### src/rtl/hc595_chain_ctrl.sv
// hc595_chain_ctrl: serialises a parallel frame into a cascaded 74HC595 chain.
// Valid/ready load into a shadow register, optional refresh, blank until first latch.
module hc595_chain_ctrl #(
  parameter int DATA_W    = 16,
  parameter int CLK_DIV   = 4,
  parameter int MSB_FIRST = 1,
  parameter int REFRESH   = 1
) (
  input  logic              sys_clk,
  input  logic              sys_rst_n,
  input  logic [DATA_W-1:0] din,
  input  logic              din_valid,
  output logic              din_ready,
  output logic              ds,
  output logic              shcp,
  output logic              stcp,
  output logic              oe,
  output logic              busy,
  output logic              frame_done
);

  localparam int DIV_W = $clog2(CLK_DIV);
  localparam int IDX_W = $clog2(DATA_W);

  localparam logic [DIV_W-1:0] DIV_LAST  = DIV_W'(CLK_DIV - 1);
  localparam logic [DIV_W-1:0] HALF_LAST = DIV_W'(CLK_DIV / 2 - 1);
  localparam logic [IDX_W-1:0] IDX_LAST  = IDX_W'(DATA_W - 1);

  typedef enum logic [1:0] {
    IDLE,
    SHIFT,
    LATCH
  } state_t;

  state_t            state;
  logic [DATA_W-1:0] shadow;
  logic              have_frame;
  logic [DIV_W-1:0]  div_cnt;
  logic [IDX_W-1:0]  bit_idx;

  // Bit k of the shifted sequence, honouring the configured bit order.
  function automatic logic pick(
    input logic [DATA_W-1:0] f,
    input logic [IDX_W-1:0]  k
  );
    logic [IDX_W-1:0] j;
    j = (MSB_FIRST != 0) ? IDX_LAST - k : k;
    return f[j];
  endfunction

  assign din_ready = (state == IDLE) & sys_rst_n;

  always_ff @(posedge sys_clk or negedge sys_rst_n) begin
    if (!sys_rst_n) begin
      state      <= IDLE;
      shadow     <= '0;
      have_frame <= 1'b0;
      div_cnt    <= '0;
      bit_idx    <= '0;
      ds         <= 1'b0;
      shcp       <= 1'b0;
      stcp       <= 1'b0;
      oe         <= 1'b1;
      busy       <= 1'b0;
      frame_done <= 1'b0;
    end else begin
      frame_done <= 1'b0;
      unique case (state)
        IDLE: begin
          if (din_valid || (REFRESH != 0 && have_frame)) begin
            state   <= SHIFT;
            busy    <= 1'b1;
            div_cnt <= '0;
            bit_idx <= '0;
            shcp    <= 1'b0;
            if (din_valid) begin
              shadow     <= din;
              have_frame <= 1'b1;
              ds         <= pick(din, '0);
            end else begin
              ds <= pick(shadow, '0);
            end
          end
        end
        SHIFT: begin
          if (div_cnt == DIV_LAST) begin
            div_cnt <= '0;
            shcp    <= 1'b0;
            if (bit_idx == IDX_LAST) begin
              state <= LATCH;
              stcp  <= 1'b1;
            end else begin
              bit_idx <= bit_idx + 1'b1;
              ds      <= pick(shadow, bit_idx + 1'b1);
            end
          end else begin
            div_cnt <= div_cnt + 1'b1;
            // shcp goes high for the second half of each bit period
            shcp    <= (div_cnt >= HALF_LAST);
          end
        end
        LATCH: begin
          if (div_cnt == HALF_LAST) begin
            div_cnt    <= '0;
            stcp       <= 1'b0;
            frame_done <= 1'b1;
            oe         <= 1'b0;
            busy       <= 1'b0;
            state      <= IDLE;
          end else begin
            div_cnt <= div_cnt + 1'b1;
          end
        end
        default: state <= IDLE;
      endcase
    end
  end

endmodule
### config.mk
export PLATFORM = sky130hd
export DESIGN_NAME = hc595_chain_ctrl
export DESIGN_NICKNAME = d
export VERILOG_FILES = /design/src/rtl/hc595_chain_ctrl.sv
export SDC_FILE = /design/constraint.sdc
export NUM_CORES = 1
export LEC_CHECK = 0
export CELL_PAD_IN_SITES_DETAIL_PLACEMENT = 0
export CELL_PAD_IN_SITES_GLOBAL_PLACEMENT = 2
export CORE_ASPECT_RATIO = 0.75
export CORE_MARGIN = 2
export CORE_UTILIZATION = 37
export CTS_CLUSTER_SIZE = 30
export DETAILED_ROUTE_END_ITERATION = 10
export DONT_BUFFER_PORTS = 1
export GPL_ROUTABILITY_DRIVEN = 1
export PLACE_DENSITY_LB_ADDON = 0.2
export SLEW_MARGIN = 15
export SYNTH_ARGS = -nofsm -noshare
export SYNTH_HDL_FRONTEND = slang
export SYNTH_SLANG_ARGS = --single-unit
export TNS_END_PERCENT = 20
### constraint.sdc
create_clock -name sys_clk -period 1.9 [get_ports sys_clk]
set_input_delay 0.38 -clock sys_clk [delete_from_list [all_inputs] [get_ports sys_clk]]
set_output_delay 0.38 -clock sys_clk [all_outputs]
set_load 0.05 [all_outputs]
# Yosys cells after proc, flatten, opt, wreduce, memory -nomap -nowiden
# Index checks and enable logic that the tools add are counted.
# word_totals
regBits	31
out_inout_bits	7
word_cells	72
# op_classes
addsub	3
order_cmp	2
n_eq_ne	10
n_mux	31
n_bitwise	1
reduce_logical	14
# op_table
operator	count
2-to-1 mux 2 bit	7
2-to-1 mux 1 bit	13
2-to-1 mux 4 bit	3
case mux 2 bit (3 select lines)	2
AND reduction 4 bit	3
!= test 2 bit, second input constant	4
case mux 1 bit (2 select lines)	4
case mux 4 bit (2 select lines)	1
AND reduction 2 bit	3
AND reduction 3 bit	2
nonzero test 2 bit	3
< comparator 4 x 5 -> 1 bit, second input constant	1
adder 4 x 1 -> 4 bit, second input constant	1
binary-select mux 1 bit (select 4 bit)	1
equality test 2 x 1 -> 1 bit, second input constant	2
equality test 2 bit, second input constant	2
equality test 4 bit, second input constant	1
subtractor 4 bit, first input constant	1
nonzero test 3 bit	1
adder 2 x 1 -> 2 bit, second input constant	1
greater-or-equal comparator 2 x 1 -> 1 bit, second input constant	1
zero test 2 bit	1
!= test 2 x 1 -> 1 bit, second input constant	1
AND 1 bit	1
logical OR 1 bit	1

# Depth between registers and ports, before layout
# Gate-level depths: netlist of the first run.
# logic_depth
word_depth	7
depth_mapped	7
mapped_depth_nobuf	6

# Worst setup path after synthesis of the first run
# OpenSTA, ideal clock, no wires.
# synth_timing
kind	register to register
start	register bit_idx[0]
end	register ds
setup_time_ns	0.126
t_arrival_ns	1.828
path_slack_ns	-0.054
path_stages_with_launch	6
path_buffers	0
period_less_slack_ns	1.954
path_cell_list	dfrtp_1 > ha_1 > xnor2_1 > mux4_1 > mux4_2 > o32a_1
# synth_via
elab_chain_len	7
elab_cells_between_ends	10
cone_classes	add/sub (2); eq/ne (2); mux (5); reduce/logical (1)
# synth_lines
element	line_no	source
start, declared	39	logic [IDX_W-1:0] bit_idx;
start signal, assigned	93	bit_idx <= bit_idx + 1'b1;
adder 4 x 1 -> 4 bit	94	ds <= pick(shadow, bit_idx + 1'b1);
subtractor 4 bit	47	j = (MSB_FIRST != 0) ? IDX_LAST - k : k;
binary-select mux 1 bit (select 4 bit)	48	return f[j];
2-to-1 mux 1 bit (not written as such)	48	
2-to-1 mux 1 bit	89	if (bit_idx == IDX_LAST) begin
2-to-1 mux 1 bit	86	if (div_cnt == DIV_LAST) begin
case mux 1 bit (2 select lines)	68	unique case (state)
end signal, assigned	79	ds <= pick(din, '0);
end signal, assigned	81	ds <= pick(shadow, '0);
end signal, assigned	94	
end, declared	14	output logic ds,
# Parallel ways exist; a longest one is shown, timed or not. The select of a mux whose other input is x is not followed.
# A chain may end at the register's enable or synchronous reset.

# Worst setup path in the final report of the first run
# Same ends and word-level chain as after synthesis.

==> impl_summary.log, run 1 <==
[metrics] sequential area share after synthesis: 0.4821
[metrics] Buffers on Ports: 0
[metrics] ratio of final minimum period to clock period: 0.9917
[metrics] Arr. time, crit path: 2.05 ns
[metrics] clock-pin slew on the worst setup and hold paths: 0.07 ns
[metrics] Antenna Nets Post-Route: 0
[metrics] worst setup path category: flop to flop
[metrics] total I/O pin count: 26
[metrics] initial antenna violation count: 0
[metrics] total of max-cap violations: 0
[metrics] Syn Std Cell Area: 1612 sq um
[metrics] Die Ht: 61.16 um
[metrics] via count: 1084
[metrics] number of vias per cell after detailed routing: 5.113
[metrics] average size of a mapped cell: 12.21 sq um
[metrics] fraction of layout cells with a size suffix above 1: 0.2484
[metrics] number of instances in the synthesized netlist: 132
[metrics] total power after layout: 3066 uW
[metrics] antenna diode count: 0
[metrics] largest net degree at the start of global routing: 32
[metrics] 1st-iter DRT viols: 39
[metrics] non-filler instance count after layout: 212
[metrics] count of TritonRoute iterations in the first routing pass: 4
[metrics] number of warning messages in the yosys log: 0
[metrics] number of buffers added by the clock tree synthesis step: 5
[metrics] count of state elements after synthesis: 31
[metrics] average wire per cell in the routed design: 15.73 um
[metrics] cell at the root of the clock tree: clkbuf_8
[metrics] commonest non-fill, non-tap cell in the layout: dfrtp_1
[metrics] clock tree from TritonCTS: yes
[metrics] Pleak: 0.0008705 uW
[metrics] Routability Congestion: 0.8062
[metrics] setup repair after global routing missed its margin: yes
[metrics] Final Hold Fails: 0
[metrics] GR Util All Layers: 0.1611
[metrics] min cycle time layout: 1.884 ns
[metrics] post-synthesis net count: 160
[metrics] unique cell type count in the Yosys netlist: 35
[metrics] global routing's busiest layer: met2
[metrics] required time at the endpoint of the critical path: 2.06 ns
[metrics] count of unresolved DRC violations after routing: 0
[metrics] commonest cells after routing, fill and taps aside: dfrtp_1, buf_4, mux2_1
[metrics] clock latency reported for the late side of the worst-skew pair: 0.28 ns
[metrics] switching power: 1067 uW
[metrics] worst-path fanout max: 7
[metrics] via count of the first global-routing pass: 1199
[metrics] part of the power in the clock network: 0.187
[metrics] sequential share of power: 0.371
[metrics] first-pass GRT wire length: 5782 um
[metrics] P&R area growth vs syn: 23.29%
[metrics] CP startpoint kind: flop
[metrics] maximum clock skew at final layout: 0.003091 ns
[metrics] overall die area: 4905 sq um
[metrics] part of the power in combinational logic: 0.442
[metrics] final number of setup-violating endpoints: 0
[metrics] horizontal die dimension: 80.21 um
[metrics] Net Sw Frac: 0.3479
[metrics] fillcell total: 382
[metrics] Peak Freq: 0.5307 GHz
[metrics] buffer levels on the longest clock path: 2
[metrics] clk sink count: 31
[metrics] Internal: 1999 uW
[metrics] Nets: 184
[metrics] CTS H-tree lvls: 2
[metrics] total length of routed wires: 3335 um
[metrics] category of the worst setup path capture point: flop
[metrics] Detail Placement HPWL: 2494 um
[metrics] Max IR drop VDD: 0.0006643 V
[metrics] Tightest Hold Check Type: primary input to flop
[metrics] met3 track demand over resource in global routing: 0.05279
[metrics] Initial Utilization: 0.3903
[metrics] GR Layer Usage met1: 0.2261
[metrics] number of standard-cell rows in the floorplan: 20
[metrics] final global-route overflow total: 0
[metrics] Placed Cells incl. Taps: 201
[metrics] Core Region: 4129 sq um
[metrics] Tightest Pin Transition: 0.5142 ns
[metrics] Power Dens Cells: 1543 nW/um^2
[metrics] headroom to the max-slew limit: 0.6572
[metrics] final slew viol count: 0
[metrics] run status: finished, final reports clean
[metrics] GRT met2 Usage: 0.2381
logic make-up (layout without fill, tap and decap cells):
| group | Yosys count | after routing | synth area share |
|---|---|---|---|
| mux | 23 | 23 | 0.2042 |
| compound gates | 25 | 25 | 0.09783 |
| fa+ha+maj | 9 | 9 | 0.06988 |
| flops | 31 | 31 | 0.4821 |
| buf+inv | 9 | 34 | 0.02562 |
| simple gates | 33 | 33 | 0.1095 |
| xor+xnor | 2 | 2 | 0.01087 |
final cells by class:
type | count | area, sq um | area share
Sequential cell | 31 | 777.0 | 0.3911
Inverter | 6 | 22.52 | 0.01133
Timing Repair Buffer | 20 | 165.2 | 0.08312
Multi-Input combinational cell | 92 | 849.6 | 0.4276
Clock inverter | 1 | 7.507 | 0.003778
Tap cell | 55 | 68.82 | 0.03463
Clock buffer | 7 | 96.34 | 0.04849
path summary, 6_finish.rpt:
kind	from	end	slack, ns	depth (start not counted)
setup / recovery	bit_idx[0]	ds	0.02	4
hold / removal	din[4]	shadow[4]	0.23	1
setup reg to reg	bit_idx[0]	ds	0.02	4
hold reg to reg	shadow[6]	shadow[6]	0.49	1
max in group asynchronous	sys_rst_n	oe	1.11	2
min in group asynchronous	sys_rst_n	shadow[8]	0.54	2
metrics by stage:
| stage | setup slack (ns) | utilization | setup TNS (ns) | instance area [sq um] | hold WS, ns |
|---|---|---|---|---|---|
| floorplan | 0.02490 | - | 0 | 1619 | 0.08441 |
| global placement | -0.01379 | 0.4352 | -0.01379 | 1797 | 0.08505 |
| detailed placement | -0.09028 | 0.4352 | -0.09028 | 1797 | 0.08500 |
| CTS | -0.001445 | 0.4742 | -0.001445 | 1958 | 0.2239 |
| global route | -0.02130 | 0.4812 | -0.02260 | 1987 | 0.2222 |
| finish | 0.01582 | 0.4812 | 0 | 1987 | 0.2311 |
repair_timing:
action	4_1_cts	5_1_grt
hold buffers	2	0
hold endpoints to repair	31	0
endpoints found under the setup margin	1	5
pin swaps	3	1
setup buffers	1	0
gates resized for setup	4	5
state kept, by name, summed over array words and instances (netlist names):
register / count
state: 2
oe: 1
shcp: 1
ds: 1
have_frame: 1
div_cnt: 2
busy: 1
frame_done: 1
shadow: 16
stcp: 1
bit_idx: 4
worst max-delay path, stage by stage, from the launching register on:
cell	delay, ns
dfrtp_1	0.39
buf_4	0.19
mux4_1	0.56
mux4_2	0.47
o32a_1	0.16
routing by layer:
metal	wire length (um)	vias up
met3	158	5
met5	0	-
li1	-	524
met1	1754	535
met4	32	0
met2	1390	20
Yosys cell counts (all sizes together):
cell / number / share of area
nor2: 4 / 0.0093
a22o: 2 / 0.011
or3b: 1 / 0.0054
mux2i: 1 / 0.0062
mux2: 17 / 0.12
inv: 6 / 0.014
clkbuf: 2 / 0.0047
and2: 2 / 0.0078
xnor2: 2 / 0.011
o21a: 1 / 0.0047
a31oi: 2 / 0.0078
nand2: 11 / 0.026
a21oi: 2 / 0.0062
a32o: 1 / 0.0062
o21ai: 13 / 0.040
dfrtp: 30 / 0.47
mux4: 5 / 0.079
nor3b: 2 / 0.012
or2b: 1 / 0.0047
a41oi: 1 / 0.0054
o31ai: 1 / 0.0047
dfstp: 1 / 0.016
nor2b: 1 / 0.0039
nand3: 3 / 0.0093
ha: 9 / 0.070
o32a: 1 / 0.0062
or2: 1 / 0.0039
buf: 1 / 0.0070
o22a: 1 / 0.0054
nand4: 2 / 0.0078
nand2b: 5 / 0.019
power by group through the flow:
| stage | Combinational, uW | Sequential (uW) | Clock, uW |
|---|---|---|---|
| after floorplan | 881 | 1110 | 0 |
| after global placement | 1220 | 1140 | 0 |
| after detailed placement | 1250 | 1120 | 0 |
| after CTS | 1320 | 1130 | 589 |
| after global routing | 1490 | 1170 | 634 |
| final | 1350 | 1140 | 573 |
No activity file was read; power rests on OpenSTA's default activity.
==> run 2: changes to the inputs <==
--- a/config.mk
+++ b/config.mk
@@ -5,11 +5,12 @@
 export SDC_FILE = /design/constraint.sdc
 export NUM_CORES = 1
 export LEC_CHECK = 0
+export ABC_AREA = 1
 export CELL_PAD_IN_SITES_DETAIL_PLACEMENT = 0
 export CELL_PAD_IN_SITES_GLOBAL_PLACEMENT = 2
 export CORE_ASPECT_RATIO = 0.75
 export CORE_MARGIN = 2
-export CORE_UTILIZATION = 37
+export CORE_UTILIZATION = 34
 export CTS_CLUSTER_SIZE = 30
 export DETAILED_ROUTE_END_ITERATION = 10
 export DONT_BUFFER_PORTS = 1
==> impl_summary.log, run 2 <==
[metrics] cell with the most instances after synthesis: nand2_1 (was dfrtp_1)
[metrics] clock tree from TritonCTS: yes (unchanged)
[metrics] count of unresolved DRC violations after routing: 0 (unchanged)
[metrics] total negative setup slack: 0 ns (unchanged)
[metrics] ratio of final minimum period to clock period: 0.9139 (was 0.9917)
[metrics] category of the worst setup path capture point: output pin (was flop)
[metrics] unique cell type count in the Yosys netlist: 30 (was 35)
[metrics] overall die area: 5503 sq um (was 4905 sq um)
[metrics] commonest non-fill, non-tap cell in the layout: nand2_1 (was dfrtp_1)
[metrics] Max IR drop VDD: 0.0006422 V (was 0.0006643 V)
[metrics] total of max-cap violations: 0 (unchanged)
[metrics] final setup margin: 0.1637 ns (was 0.01582 ns)
[metrics] commonest cells after routing, fill and taps aside: nand2_1, dfrtp_1, inv_1 (was dfrtp_1, buf_4, mux2_1)
[metrics] internal reg-to-reg setup slack: 0.25 ns (was 0.02 ns)
[metrics] first-pass GRT wire length: 6306 um (was 5782 um)
[metrics] largest net degree at the start of global routing: 32 (unchanged)
[metrics] run status: finished, final reports clean (unchanged)
[metrics] Yosys top cell by area: dfrtp_1 (unchanged)
[metrics] Core Region: 4817 sq um (was 4129 sq um)
[metrics] Power Dens Cells: 1674 nW/um^2 (was 1543 nW/um^2)
[metrics] area fraction of the dominant cell type after synthesis: 0.4488 (was 0.4658)
[metrics] cells taking the most area after synthesis: dfrtp_1, nand2_1, ha_1, inv_1, nor2_1 (was dfrtp_1, mux2_1, ha_1, mux4_1, nand2_1)
[metrics] fraction of layout cells with a size suffix above 1: 0.1616 (was 0.2484)
[metrics] Die Ht: 64.75 um (was 61.16 um)
[metrics] number of buffers added by the clock tree synthesis step: 5 (unchanged)
[metrics] Arr. time, crit path: 1.36 ns (was 2.05 ns)
[metrics] 1st-iter DRT viols: 53 (was 39)
[metrics] required time at the endpoint of the critical path: 1.52 ns (was 2.06 ns)
[metrics] count of flip-flops with a built-in enable after synthesis: 0 (unchanged)
[metrics] most common flop cell mapped by yosys: dfrtp_1 (unchanged)
[metrics] buffer levels on the longest clock path: 2 (unchanged)
[metrics] headroom to the max-slew limit: 0.6815 (was 0.6572)
[metrics] post-synthesis async set-or-reset flop share: 1.000 (unchanged)
[metrics] clk sink count: 31 (unchanged)
[metrics] Syn Std Cell Area: 1673 sq um (was 1612 sq um)
[metrics] Pleak: 0.0008992 uW (was 0.0008705 uW)
[metrics] Tightest Pin Transition: 0.4778 ns (was 0.5142 ns)
[metrics] GR Util All Layers: 0.1519 (was 0.1611)
[metrics] clock-pin slew on the worst setup and hold paths: 0.06 ns (was 0.07 ns)
[metrics] CTS H-tree lvls: 2 (unchanged)
[metrics] min cycle time layout: 1.736 ns (was 1.884 ns)
[metrics] post-synthesis net count: 220 (was 160)
[metrics] Routability Congestion: 0.8397 (was 0.8062)
[metrics] maximum clock skew at final layout: 0.007080 ns (was 0.003091 ns)
[metrics] register ranked first by flip-flop count: shadow (unchanged)
[metrics] total length of routed wires: 3573 um (was 3335 um)
[metrics] cell at the root of the clock tree: clkbuf_8 (unchanged)
[metrics] number of standard-cell rows in the floorplan: 22 (was 20)
[metrics] Initial Utilization: 0.3473 (was 0.3903)
[metrics] final global-route overflow total: 0 (unchanged)
[metrics] horizontal die dimension: 85.00 um (was 80.21 um)
[metrics] initial antenna violation count: 0 (unchanged)
[metrics] max FFs per register: 16 (unchanged)
[metrics] worst-path fanout max: 4 (was 7)
[metrics] number of warning messages in the yosys log: 0 (unchanged)
[metrics] setup fix buffers added after clock tree synthesis: 0 (was 1)
[metrics] worst setup path category: flop to output pin (was flop to flop)
[metrics] clock latency reported for the late side of the worst-skew pair: 0.28 ns (about the same)
[metrics] total I/O pin count: 26 (unchanged)
[metrics] final design utilization: 0.3810 (was 0.4812)
[metrics] number of vias per cell after detailed routing: 4.640 (was 5.113)
[metrics] sequential area share after synthesis: 0.4645 (was 0.4821)
[metrics] Top Registers: shadow x16, bit_idx x4 (unchanged)
[metrics] P&R area growth vs syn: 9.723% (was 23.29%)
[metrics] average wire per cell in the routed design: 13.85 um (was 15.73 um)
[metrics] Antenna Nets Post-Route: 0 (unchanged)
[metrics] average size of a mapped cell: 8.713 sq um (was 12.21 sq um)
[metrics] Buffers on Ports: 0 (unchanged)
[metrics] setup repair after global routing missed its margin: no (was yes)
[metrics] count of TritonRoute iterations in the first routing pass: 4 (unchanged)
[metrics] number of instances in the synthesized netlist: 192 (was 132)
[metrics] CP startpoint kind: flop (unchanged)
[metrics] Nets: 225 (was 184)
[metrics] Detail Placement HPWL: 2556 um (was 2494 um)
[metrics] count of state elements after synthesis: 31 (unchanged)
[metrics] Peak Freq: 0.5759 GHz (was 0.5307 GHz)
[metrics] via count of the first global-routing pass: 1274 (was 1199)
[metrics] fillcell total: 497 (was 382)
[metrics] antenna diode count: 0 (unchanged)
[metrics] via count: 1197 (was 1084)
[metrics] final slew viol count: 0 (unchanged)
[metrics] most frequent cells after synthesis: nand2_1, dfrtp_1, inv_1 (was dfrtp_1, mux2_1, nand2_1)
[metrics] minimum setup slack after placement: 0.2422 ns (was -0.09028 ns)
[metrics] Tightest Hold Check Type: primary input to flop (unchanged)
[metrics] Final Hold Fails: 0 (unchanged)
[metrics] final number of setup-violating endpoints: 0 (unchanged)
-- run 2: changes by cell type after synthesis, moves of 4 or more --
cell / previous run / this run
o21ai_1: 8 / 1
inv_1: 5 / 26
nand3_1: 3 / 13
a21oi_1: 2 / 16
nor2_1: 4 / 23
nand2_1: 11 / 35
nand2b_1: 5 / 0
mux2_1: 17 / 0
mux2_2: 0 / 4
mux4_1: 4 / 0
o21ai_2: 0 / 4
-- run 2: per-stage QoR --
step	hold slack, ns	std cells	instance area (sq um)	total power [uW]
final	0.2447	258	1836	3072
after global routing	0.2332	258	1836	3430
after CTS	0.2340	258	1829	3120
after detailed placement	0.08507	248	1719	2582
after global placement	0.08510	248	1719	2540
after floorplan	0.08441	192	1673	2298
-- run 2: per-layer routing --
| layer | global-route usage | vias to the layer above | part of all wire |
|---|---|---|---|
| met3 | 0.05096 | 7 | 0.039 |
| met2 | 0.2158 | 20 | 0.40 |
| met4 | 0.06349 | 0 | 0.015 |
| met5 | 0 | - | 0 |
| met1 | 0.2106 | 555 | 0.54 |
| li1 | - | 615 | - |
-- run 2: timing repair --
action / CTS / global route
endpoints found under the setup margin: 0 / 1
resized for setup: 0 / 2
hold buffers: 2 / 0
hold endpoints to repair: 31 / 0
-- run 2: worst max-delay path, cell delays in order (launching register included) --
cell and delay (ns):
dfrtp_1 0.40, inv_1 0.13, ha_2 0.24, nand2_1 0.10
clkinvlp_4 0.21
-- run 2: worst paths after layout --
path	startpoint	to	cells past startpoint
worst max-delay path	state[0]	din_ready	4
worst min-delay path	din[4]	shadow[4]	1
worst max register to register	state[1]	ds	8
worst min register to register	shadow[2]	shadow[2]	1
max in group asynchronous	sys_rst_n	oe	2
min in group asynchronous	sys_rst_n	bit_idx[0]	2
-- run 2: cell families after synthesis --
group / share of synthesized area
adders and majority gates: 0.06732
and+or+nand+nor: 0.2094
buffers and inverters: 0.09125
AOI/OAI and AO/OA: 0.1099
muxes: 0.03291
xor gates and xnor gates: 0.02469
DFF: 0.4645
-- run 2: where the power goes --
| part | switching (uW) | internal, uW |
|---|---|---|
| registers | 293 | 925 |
| clock network | 230 | 260 |
| logic | 865 | 499 |
| total | 1390 | 1680 |
-- run 2: final cells by class --
type / instances / area [sq um] / area share
clock buffers: 8 / 80.08 / 0.04363
inverters: 29 / 112.6 / 0.06135
multi-input cells: 126 / 745.7 / 0.4063
flip-flops and latches: 31 / 777.0 / 0.4233
well taps: 60 / 75.07 / 0.04090
repair buffers: 4 / 45.04 / 0.02454
==> run 3: changes to the inputs <==
--- a/config.mk
+++ b/config.mk
@@ -16,6 +16,7 @@
 export DONT_BUFFER_PORTS = 1
 export GPL_ROUTABILITY_DRIVEN = 1
 export PLACE_DENSITY_LB_ADDON = 0.2
+export REMOVE_ABC_BUFFERS = 1
 export SLEW_MARGIN = 15
 export SYNTH_ARGS = -nofsm -noshare
 export SYNTH_HDL_FRONTEND = slang
==> impl_summary.log, run 3 (synthesis results as in run 2) <==
[metrics] cell at the root of the clock tree: clkbuf_8 (unchanged)
[metrics] commonest non-fill, non-tap cell in the layout: nand2_1 (unchanged)
[metrics] average wire per cell in the routed design: 13.53 um (was 13.85 um)
[metrics] total negative setup slack: 0 ns (unchanged)
[metrics] Initial Utilization: 0.3473 (unchanged)
[metrics] clock tree from TritonCTS: yes (unchanged)
[metrics] required time at the endpoint of the critical path: 1.52 ns (about the same)
[metrics] Detail Placement HPWL: 2545 um (was 2556 um)
[metrics] final setup margin: 0.1219 ns (was 0.1637 ns)
[metrics] worst-path fanout max: 4 (unchanged)
[metrics] total length of routed wires: 3518 um (was 3573 um)
[metrics] min cycle time layout: 1.778 ns (was 1.736 ns)
[metrics] Buffers on Ports: 0 (unchanged)
[metrics] CP startpoint kind: flop (unchanged)
[metrics] Nets: 226 (was 225)
[metrics] Pleak: 0.0009137 uW (was 0.0008992 uW)
[metrics] buffer levels on the longest clock path: 2 (unchanged)
[metrics] headroom to the max-slew limit: 0.6659 (was 0.6815)
[metrics] P&R area growth vs syn: 10.85% (was 9.723%)
[metrics] largest net degree at the start of global routing: 32 (unchanged)
[metrics] Max IR drop VDD: 0.0006248 V (was 0.0006422 V)
[metrics] number of vias per cell after detailed routing: 4.558 (was 4.640)
[metrics] setup repair after global routing missed its margin: no (unchanged)
[metrics] number of buffers added by the clock tree synthesis step: 5 (unchanged)
[metrics] register ranked first by flip-flop count: shadow (unchanged)
[metrics] first-pass GRT wire length: 6244 um (was 6306 um)
[metrics] Arr. time, crit path: 1.40 ns (was 1.36 ns)
[metrics] clock-pin slew on the worst setup and hold paths: 0.07 ns (was 0.06 ns)
[metrics] Peak Freq: 0.5624 GHz (was 0.5759 GHz)
[metrics] category of the worst setup path capture point: output pin (unchanged)
[metrics] Top Registers: shadow x16, bit_idx x4 (unchanged)
[metrics] Antenna Nets Post-Route: 0 (unchanged)
[metrics] Power Dens Cells: 1676 nW/um^2 (was 1674 nW/um^2)
[metrics] Tightest Pin Transition: 0.5012 ns (was 0.4778 ns)
[metrics] minimum setup slack after placement: 0.2475 ns (was 0.2422 ns)
[metrics] number of standard-cell rows in the floorplan: 22 (unchanged)
[metrics] register cell area after layout: 777.0 sq um (unchanged)
[metrics] overall die area: 5503 sq um (unchanged)
[metrics] Die Ht: 64.75 um (unchanged)
[metrics] final global-route overflow total: 0 (unchanged)
[metrics] clock latency reported for the late side of the worst-skew pair: 0.28 ns (about the same)
[metrics] count of unresolved DRC violations after routing: 0 (unchanged)
[metrics] total of max-cap violations: 0 (unchanged)
[metrics] via count: 1185 (was 1197)
[metrics] Tightest Hold Check Type: primary input to flop (unchanged)
[metrics] horizontal die dimension: 85.00 um (unchanged)
[metrics] final slew viol count: 0 (unchanged)
[metrics] Core Region: 4817 sq um (unchanged)
[metrics] max FFs per register: 16 (unchanged)
[metrics] maximum clock skew at final layout: 0.007454 ns (was 0.007080 ns)
[metrics] ratio of final minimum period to clock period: 0.9359 (was 0.9139)
[metrics] total I/O pin count: 26 (unchanged)
[metrics] fraction of layout cells with a size suffix above 1: 0.1709 (was 0.1616)
[metrics] area of combinational cells with multiple inputs: 743.2 sq um (was 745.7 sq um)
[metrics] via count of the first global-routing pass: 1257 (was 1274)
[metrics] worst setup path category: flop to output pin (unchanged)
[metrics] commonest cells after routing, fill and taps aside: nand2_1, dfrtp_1, inv_1 (unchanged)
[metrics] fillcell total: 491 (was 497)
[metrics] setup fix buffers added after clock tree synthesis: 0 (unchanged)
[metrics] CTS H-tree lvls: 2 (unchanged)
[metrics] GR Util All Layers: 0.1481 (was 0.1519)
[metrics] initial antenna violation count: 0 (unchanged)
[metrics] count of TritonRoute iterations in the first routing pass: 4 (unchanged)
[metrics] clk sink count: 31 (unchanged)
[metrics] run status: finished, final reports clean (unchanged)
[metrics] Routability Congestion: 0.7533 (was 0.8397)
[metrics] 1st-iter DRT viols: 57 (was 53)
[metrics] final number of setup-violating endpoints: 0 (unchanged)
[metrics] Final Hold Fails: 0 (unchanged)
==> run 3: power by group <==
| group | internal, uW | total, uW | switching (uW) |
|---|---|---|---|
| combinational | 499 | 1360 | 864 |
| clock | 292 | 531 | 239 |
| sequential | 925 | 1210 | 290 |
| total | 1720 | 3110 | 1390 |
==> run 3: worst max-delay path, cell delays in order, from the launching register on <==
cell	delay (ns)
dfrtp_1	0.40
inv_1	0.14
ha_1	0.26
nand2_1	0.11
clkinvlp_4	0.21
==> run 3: what timing repair did <==
action | CTS | global route
hold buffers | 2 | 0
hold endpoints to repair | 31 | 0
resized for setup | 0 | 1
endpoints found under the setup margin | 0 | 1
==> run 3: final cells by class <==
type                            count  share of cell area
Multi-Input combinational cell    126              0.4008
Clock inverter                      1            0.002699
Tap cell                           60             0.04049
Inverter                           29             0.06073
Timing Repair Buffer                5             0.02834
Sequential cell                    31              0.4190
Clock buffer                        7             0.04656
Antenna cell                        1            0.001350
==> run 3: path summary, 6_finish.rpt <==
| path | startpoint | end | slack (ns) | cells after the start |
|---|---|---|---|---|
| setup / recovery | state[0] | din_ready | 0.12 | 4 |
| hold / removal | din[15] | shadow[15] | 0.25 | 1 |
| setup reg to reg | state[0] | shadow[13] | 0.27 | 6 |
| hold reg to reg | shadow[4] | shadow[4] | 0.51 | 1 |
| max in group asynchronous | sys_rst_n | oe | 1.09 | 2 |
| min in group asynchronous | sys_rst_n | shadow[8] | 0.57 | 2 |
==> run 3: through the flow <==
step / hold WS, ns / instances / total power [uW] / cell area (sq um) / utilization
6_report: 0.2485 / 260 / 3109 / 1854 / 0.3849
5_1_grt: 0.2353 / 259 / 3444 / 1852 / 0.3844
4_1_cts: 0.2370 / 259 / 3144 / 1848 / 0.3836
3_5_place_dp: 0.08552 / 249 / 2573 / 1727 / 0.3584
3_3_place_gp: 0.08545 / 249 / 2534 / 1727 / 0.3584
2_1_floorplan: 0.08441 / 186 / 2241 / 1629 / -
==> run 3: per-layer routing <==
layer	routed length (um)	share of wire	GRT usage
met3	218	0.062	0.04968
met2	1437	0.41	0.2119
met5	0	0	0
met1	1837	0.52	0.2101
met4	24	0.0068	0.04762
